<file path="config.mk">
export PLATFORM = sky130hd
export DESIGN_NAME = prbs15_pattern_gen
export DESIGN_NICKNAME = d
export VERILOG_FILES = /design/src/rtl/prbs15_pkg.sv /design/src/rtl/prbs15_lfsr_byte.sv /design/src/rtl/prbs15_pattern_gen.sv
export SDC_FILE = /design/constraint.sdc
export NUM_CORES = 1
export LEC_CHECK = 0
export ABC_AREA = 1
export CAP_MARGIN = 20
export CORE_AREA = 2 2 106 108
export DETAILED_ROUTE_END_ITERATION = 12
export DIE_AREA = 0 0 108 110
export PLACE_DENSITY = 0.68
export SKIP_LAST_GASP = 1
export SLEW_MARGIN = 5
export SYNTH_ARGS = -nofsm -noshare
export SYNTH_HDL_FRONTEND = slang
export SYNTH_HIERARCHICAL = 1
export SYNTH_SLANG_ARGS = --single-unit
</file>
<file path="constraint.sdc">
create_clock -name clk -period 5.05 [get_ports clk]
set_input_delay 1.2625 -clock clk [delete_from_list [all_inputs] [get_ports clk]]
set_output_delay 1.2625 -clock clk [all_outputs]
set_load 0.02 [all_outputs]
</file>
<file path="src/rtl/prbs15_pkg.sv">
// rtl/prbs15_pkg.sv - shared types, constants and byte-step function for the PRBS-15 link
// Purpose: FSM state encoding, LFSR constants and the 8-step Fibonacci LFSR
//          advance used by both the pattern generator and the receive-side checker.
// Ports:   none (package)
package prbs15_pkg;

    typedef enum logic [1:0] {
        IDLE    = 2'd0,
        PATTERN = 2'd1,
        PRBS    = 2'd2
    } state_t;

    localparam int POLY_TAP_HI = 14;
    localparam int POLY_TAP_LO = 13;
    localparam int LFSR_W      = 15;

    localparam logic [LFSR_W-1:0] SEED_ZERO_SUB = 15'h7FFF;

    // Advances the x^15+x^14+1 Fibonacci LFSR eight times.
    // Returns {state after 8 steps, byte}; the first feedback bit lands in byte[7].
    function automatic logic [LFSR_W+7:0] prbs15_step8(input logic [LFSR_W-1:0] s);
        logic [LFSR_W-1:0] st;
        logic [7:0]        b;
        logic              fb;
        st = s;
        b  = '0;
        for (int i = 0; i < 8; i++) begin
            fb = st[POLY_TAP_HI] ^ st[POLY_TAP_LO];
            st = {st[LFSR_W-2:0], fb};
            b  = {b[6:0], fb};
        end
        return {st, b};
    endfunction

endpackage

</file>
<file path="src/rtl/prbs15_lfsr_byte.sv">
// rtl/prbs15_lfsr_byte.sv - PRBS-15 LFSR producing one byte per advance
// Purpose: holds the 15-bit LFSR state; loads a seed (zero seed replaced by
//          SEED_ZERO_SUB so the register can never lock up at all-zero) and
//          steps 8 bits per enable. o_byte is the byte the next advance emits.
// Ports:
//   clk      in   clock, rising edge
//   rst_n    in   asynchronous active-low reset (state cleared to 0)
//   i_load   in   load seed this edge (has priority over i_adv)
//   i_seed   in   15-bit seed
//   i_adv    in   advance 8 steps this edge
//   o_byte   out  byte produced from the current state
import prbs15_pkg::*;

module prbs15_lfsr_byte (
    input  logic              clk,
    input  logic              rst_n,
    input  logic              i_load,
    input  logic [LFSR_W-1:0] i_seed,
    input  logic              i_adv,
    output logic [7:0]        o_byte
);

    logic [LFSR_W-1:0] r_state;
    logic [LFSR_W+7:0] w_step;
    logic [LFSR_W-1:0] w_next;

    assign w_step = prbs15_step8(r_state);
    assign w_next = w_step[LFSR_W+7:8];
    assign o_byte = w_step[7:0];

    always_ff @(posedge clk or negedge rst_n) begin
        if (!rst_n) begin
            r_state <= '0;
        end else if (i_load) begin
            r_state <= (i_seed == '0) ? SEED_ZERO_SUB : i_seed;
        end else if (i_adv) begin
            r_state <= w_next;
        end
    end

endmodule

</file>
<file path="src/rtl/prbs15_pattern_gen.sv">
// rtl/prbs15_pattern_gen.sv - PRBS-15 transmit pattern generator
// Purpose: on start, sends the captured 4-byte pattern n_repeat times (b0 first,
//          back-to-back), then free-running PRBS-15 bytes until stop. All outputs
//          are registered; first byte is valid one edge after the start edge.
// Optional: ERR_INJECT_EN adds input err_inject, which flips bit 0 of the byte
//           emitted on the edge it is sampled in PRBS state (LFSR unaffected).
// Ports:
//   clk           in   clock, rising edge
//   rst           in   asynchronous active-low reset
//   start         in   1-cycle start pulse, honoured only in IDLE
//   stop          in   level; forces IDLE on the next edge from any state
//   pattern       in   {b3,b2,b1,b0}, captured on start
//   n_repeat      in   pattern repetitions, captured on start
//   err_inject    in   (ERR_INJECT_EN only) single-byte bit-0 error request
//   out_PRBS      out  output byte (held when not emitting)
//   out_valid     out  out_PRBS valid this cycle
//   pattern_done  out  pulse alongside the first PRBS byte
//   busy          out  high in PATTERN or PRBS
import prbs15_pkg::*;

module prbs15_pattern_gen #(
    parameter int DATA_W  = 8,
    parameter int N_W     = 8,
    parameter int PAT_LEN = 4
) (
    input  logic                      clk,
    input  logic                      rst,
    input  logic                      start,
    input  logic                      stop,
    input  logic [PAT_LEN*DATA_W-1:0] pattern,
    input  logic [N_W-1:0]            n_repeat,
`ifdef ERR_INJECT_EN
    input  logic                      err_inject,
`endif
    output logic [DATA_W-1:0]         out_PRBS,
    output logic                      out_valid,
    output logic                      pattern_done,
    output logic                      busy
);

    localparam int IDX_W = $clog2(PAT_LEN);

    state_t                    r_state;
    state_t                    w_state_nxt;
    logic [PAT_LEN*DATA_W-1:0] r_pat;
    logic [N_W-1:0]            r_nrep;
    logic [N_W-1:0]            r_rep;
    logic [IDX_W-1:0]          r_idx;
    logic                      r_first;

    logic                      w_load;
    logic                      w_adv;
    logic                      w_emit_pat;
    logic                      w_emit_prbs;
    logic                      w_wrap;
    logic                      w_last_rep;
    logic                      w_err_bit;
    logic [7:0]                w_lfsr_byte;

    assign w_wrap     = (r_idx == IDX_W'(PAT_LEN - 1));
    assign w_last_rep = (r_rep == (r_nrep - N_W'(1)));

`ifdef ERR_INJECT_EN
    assign w_err_bit = err_inject;
`else
    assign w_err_bit = 1'b0;
`endif

    prbs15_lfsr_byte u_lfsr (
        .clk    (clk),
        .rst_n  (rst),
        .i_load (w_load),
        .i_seed (pattern[LFSR_W-1:0]),
        .i_adv  (w_adv),
        .o_byte (w_lfsr_byte)
    );

    always_comb begin
        w_state_nxt = r_state;
        w_load      = 1'b0;
        w_adv       = 1'b0;
        w_emit_pat  = 1'b0;
        w_emit_prbs = 1'b0;
        case (r_state)
            IDLE: begin
                if (start) begin
                    w_load      = 1'b1;
                    w_state_nxt = (n_repeat == '0) ? PRBS : PATTERN;
                end
            end
            PATTERN: begin
                w_emit_pat = 1'b1;
                if (w_wrap && w_last_rep) begin
                    w_state_nxt = PRBS;
                end
            end
            PRBS: begin
                w_emit_prbs = 1'b1;
                w_adv       = 1'b1;
            end
            default: begin
                w_state_nxt = IDLE;
            end
        endcase
        // stop overrides everything, including a start seen in IDLE
        if (stop) begin
            w_state_nxt = IDLE;
            w_load      = 1'b0;
            w_adv       = 1'b0;
            w_emit_pat  = 1'b0;
            w_emit_prbs = 1'b0;
        end
    end

    always_ff @(posedge clk or negedge rst) begin
        if (!rst) begin
            r_state <= IDLE;
        end else begin
            r_state <= w_state_nxt;
        end
    end

    always_ff @(posedge clk or negedge rst) begin
        if (!rst) begin
            r_pat   <= '0;
            r_nrep  <= '0;
            r_rep   <= '0;
            r_idx   <= '0;
            r_first <= 1'b0;
        end else begin
            // Marks the edge on which PRBS is entered so the following byte carries pattern_done
            r_first <= (w_state_nxt == PRBS) && (r_state != PRBS);
            if (w_load) begin
                r_pat  <= pattern;
                r_nrep <= n_repeat;
                r_rep  <= '0;
                r_idx  <= '0;
            end else if (w_emit_pat) begin
                r_idx <= r_idx + IDX_W'(1);
                if (w_wrap) begin
                    r_rep <= r_rep + N_W'(1);
                end
            end
        end
    end

    always_ff @(posedge clk or negedge rst) begin
        if (!rst) begin
            out_PRBS     <= '0;
            out_valid    <= 1'b0;
            pattern_done <= 1'b0;
            busy         <= 1'b0;
        end else begin
            out_valid    <= w_emit_pat | w_emit_prbs;
            pattern_done <= w_emit_prbs & r_first;
            busy         <= (w_state_nxt != IDLE);
            if (w_emit_pat) begin
                out_PRBS <= r_pat[r_idx*DATA_W +: DATA_W];
            end else if (w_emit_prbs) begin
                out_PRBS <= w_lfsr_byte ^ {{(DATA_W-1){1'b0}}, w_err_bit};
            end
        end
    end

endmodule

</file>
==> out/metrics.yaml <==
layout:
  n_fill_cell: 1104
  multiInputGateArea_sq_um: 1870
  num_antenna_cells: 0
  postLayoutCoreUtil: 0.464
  final_common_cell: "nand2_1"
  final_cell_mix: "nand2_1 (204), dfrtp_1 (79), nor2_1 (73)"
  drive_above_1_share: 0.0681
  regArea_sq_um: 1980
  area_delta_synth_final_pct: 19.1
  final_nets: 659
global_routing:
  grt_pass1_vias: 3577
  antenna_found_initial: 0
  grt_max_degree: 80
  grt_first_pass_wirelength_um: 16200
  grt.total_usage: 0.174
  overflow: 0
sta:
  fin_crit_sh: 0.646
  setup_viol: 0
  hold_viol: 0
  max_freq_mhz: 306
  finalSetupTns_ns: 0
  fin_hold_ws_ns: 0.480
  period_needed_ns: 3.26
  max-slew-margin-rel: 0.334
  rsz0062_at_grt: "false"
  slew_violations: 0
  worst_pin_slew_ns: 0.999
  fin_worst_skew_ns: 0.0118
detailed_routing:
  drt_iter0_markers: 214
  wl_um: 9780
  drc: 0
  vias_per_cell: 4.89
  vias: 3704
  wl_per_cell_um: 12.9
  dr.pass1.iters: 4
  ant_nets: 0
worst_setup_path:
  crit_top_cell: "nand2_1"
  cpPeakStageDelay_ns: 0.65
  critPathBufInv: 4
  crit_type: "in -> reg"
  required_ns: 5.29
  crit_path_start_kind: "input pin"
  critPathMaxFanout: 53
  slowest_stage: "inv_2"
  worstPathArrival_ns: 3.50
  path_delay_family: "buffers and inverters"
  critical_path.cell_chain: "clkdlybuf4s50_1 -> inv_1 -> nand3_2 -> inv_2 -> inv_2 -> nor2_1 -> nand2_1 -> nand2_1 -> nand2_1"
  worstSetupEndpointType: "flip-flop"
power:
  total_power_w: 0.00175
  combinationalPowerShare: 0.263
  power.leakage_nw: 2.44
  p_sw_frac: 0.329
  pwr-share-seq: 0.472
  pwr-share-clk: 0.264
  p_per_area_nw_per_um2: 353
  p_switching_w: 0.000577
  ir_drop_uv: 135
  p_int_w: 0.00118
floorplan:
  dieArea_sq_um: 11900
  start_util: 0.389
  fp.dieH_um: 110
  io_pins: 55
  rows: 38
  core-area_sq_um: 10700
  die_w_um: 108
clocking:
  cts-resized-gates: 0
  cts_tree: "yes"
  cts.htree.levels: 3
  clk_latency_ns: 0.34
  clockBufferDepth: 2
  cts.sinks: 79
  cts_buffers: 9
  post_cts_buffers: 0
  cts.reportedPaths.clkPinSlew_ns: 0.08
  postCtsHoldBufs: 0
  cts_root_buf: "clkbuf_8"
place:
  gp_congestion: 0.828
  hpwl_um: 7010
  numPortBuffers: 54
synth:
  synth-edff-count: 0
  syn_inst: 566
  synthFlopType: "dfrtp_1"
  yosysSeqAreaShare: 0.475
  syn-num-nets: 613
  ys_warn_count: 6
  synthDistinctLibCells: 31
  synth_area_sq_um: 4170
  ys_async_sr_fraction: 1.00
  synth-seq-cells: 79
  syn_avg_cell_area_sq_um: 7.36
worst_hold_path:
  min_path_type: "reg -> reg"
status:
  run_status: "complete, no violations"
run:
  cap_violations: 0
## cell type report
cell class / count / area share
sequential: 79 / 0.399
multi-input combinational: 413 / 0.377
timing repair buffer: 55 / 0.110
inverter: 54 / 0.0409
tap: 140 / 0.0353
clock buffer: 13 / 0.0300
clock inverter: 3 / 0.00858
## worst paths after layout
check	from	end	slack, ns	depth (start not counted)
worst max-delay path	stop	u_lfsr/r_state[6]$_DFFE_PN0P_	1.79	9
worst min-delay path	r_pat[30]$_DFFE_PN0P_	r_pat[30]$_DFFE_PN0P_	0.48	2
worst max register to register	r_state[0]$_DFF_PN0_	u_lfsr/r_state[6]$_DFFE_PN0P_	2.76	8
worst min register to register	r_pat[30]$_DFFE_PN0P_	r_pat[30]$_DFFE_PN0P_	0.48	2
max in group asynchronous	rst	pattern_done$_DFF_PN0_	3.32	1
min in group asynchronous	rst	r_rep[4]$_DFFE_PN0P_	1.06	1
## state kept, by name, summed over array words and instances, names as in the netlist
register / cells
u_lfsr/r_state: 15
r_idx: 2
pattern_done: 1
busy: 1
r_pat: 32
out_PRBS: 8
r_nrep: 8
r_rep: 8
out_valid: 1
r_state: 2
r_first: 1
## logic make-up after synthesis
kind of cell / after synthesis / synth area share
AOI/OAI and AO/OA: 84 / 0.104
xor gates and xnor gates: 11 / 0.0231
adders and majority gates: 3 / 0.00901
buffers and inverters: 74 / 0.0769
DFF: 79 / 0.475
and+or+nand+nor: 315 / 0.312
## power groups by stage
stage / combinational, W / clock [W] / sequential [W]
floorplan: 0.000291 / 0 / 0.000837
global placement: 0.000455 / 0 / 0.000837
detailed placement: 0.000464 / 0 / 0.000840
CTS: 0.000466 / 0.000476 / 0.000828
global route: 0.000529 / 0.000503 / 0.000843
finish: 0.000461 / 0.000463 / 0.000828
## cells in the mapped netlist (5+ instances only)
cell | number | area, sq um
o21ai_0 | 49 | 245
a21oi_1 | 21 | 105
o21ai_1 | 7 | 35.0
xnor2_1 | 10 | 87.6
nand3_1 | 13 | 65.1
inv_1 | 49 | 184
buf_2 | 10 | 50.1
inv_2 | 5 | 18.8
nor2_2 | 6 | 37.5
nand2_2 | 7 | 43.8
clkbuf_1 | 5 | 18.8
dfrtp_1 | 79 | 1980
nand2_1 | 204 | 766
nor2_1 | 73 | 274
## stage by stage
step / area (sq um) / instances / setup WS [ns]
finish: 4960 / 757 / 1.79
global placement: 4770 / 741 / 1.51
detailed placement: 4770 / 741 / 1.45
CTS: 4960 / 757 / 1.82
global route: 4960 / 757 / 1.58
floorplan: 4170 / 566 / 2.42
## routing by layer
metal / vias up / GRT usage / part of all wire
li1: 1852 / - / -
met1: 1740 / 0.215 / 0.45
met2: 98 / 0.303 / 0.49
met3: 14 / 0.0423 / 0.049
met4: 0 / 0.0531 / 0.018
met5: - / 0 / 0
## worst register-to-register path, cell delays in order (launching register included)
cell and delay, ns:
dfrtp_1 0.40, nor2_1 0.24, nand3_2 0.12, inv_2 0.65, inv_2 0.39, nor2_1 0.18, nand2_1 0.08, nand2_1 0.07
nand2_1 0.05
Power figures use the tool's default switching activity.
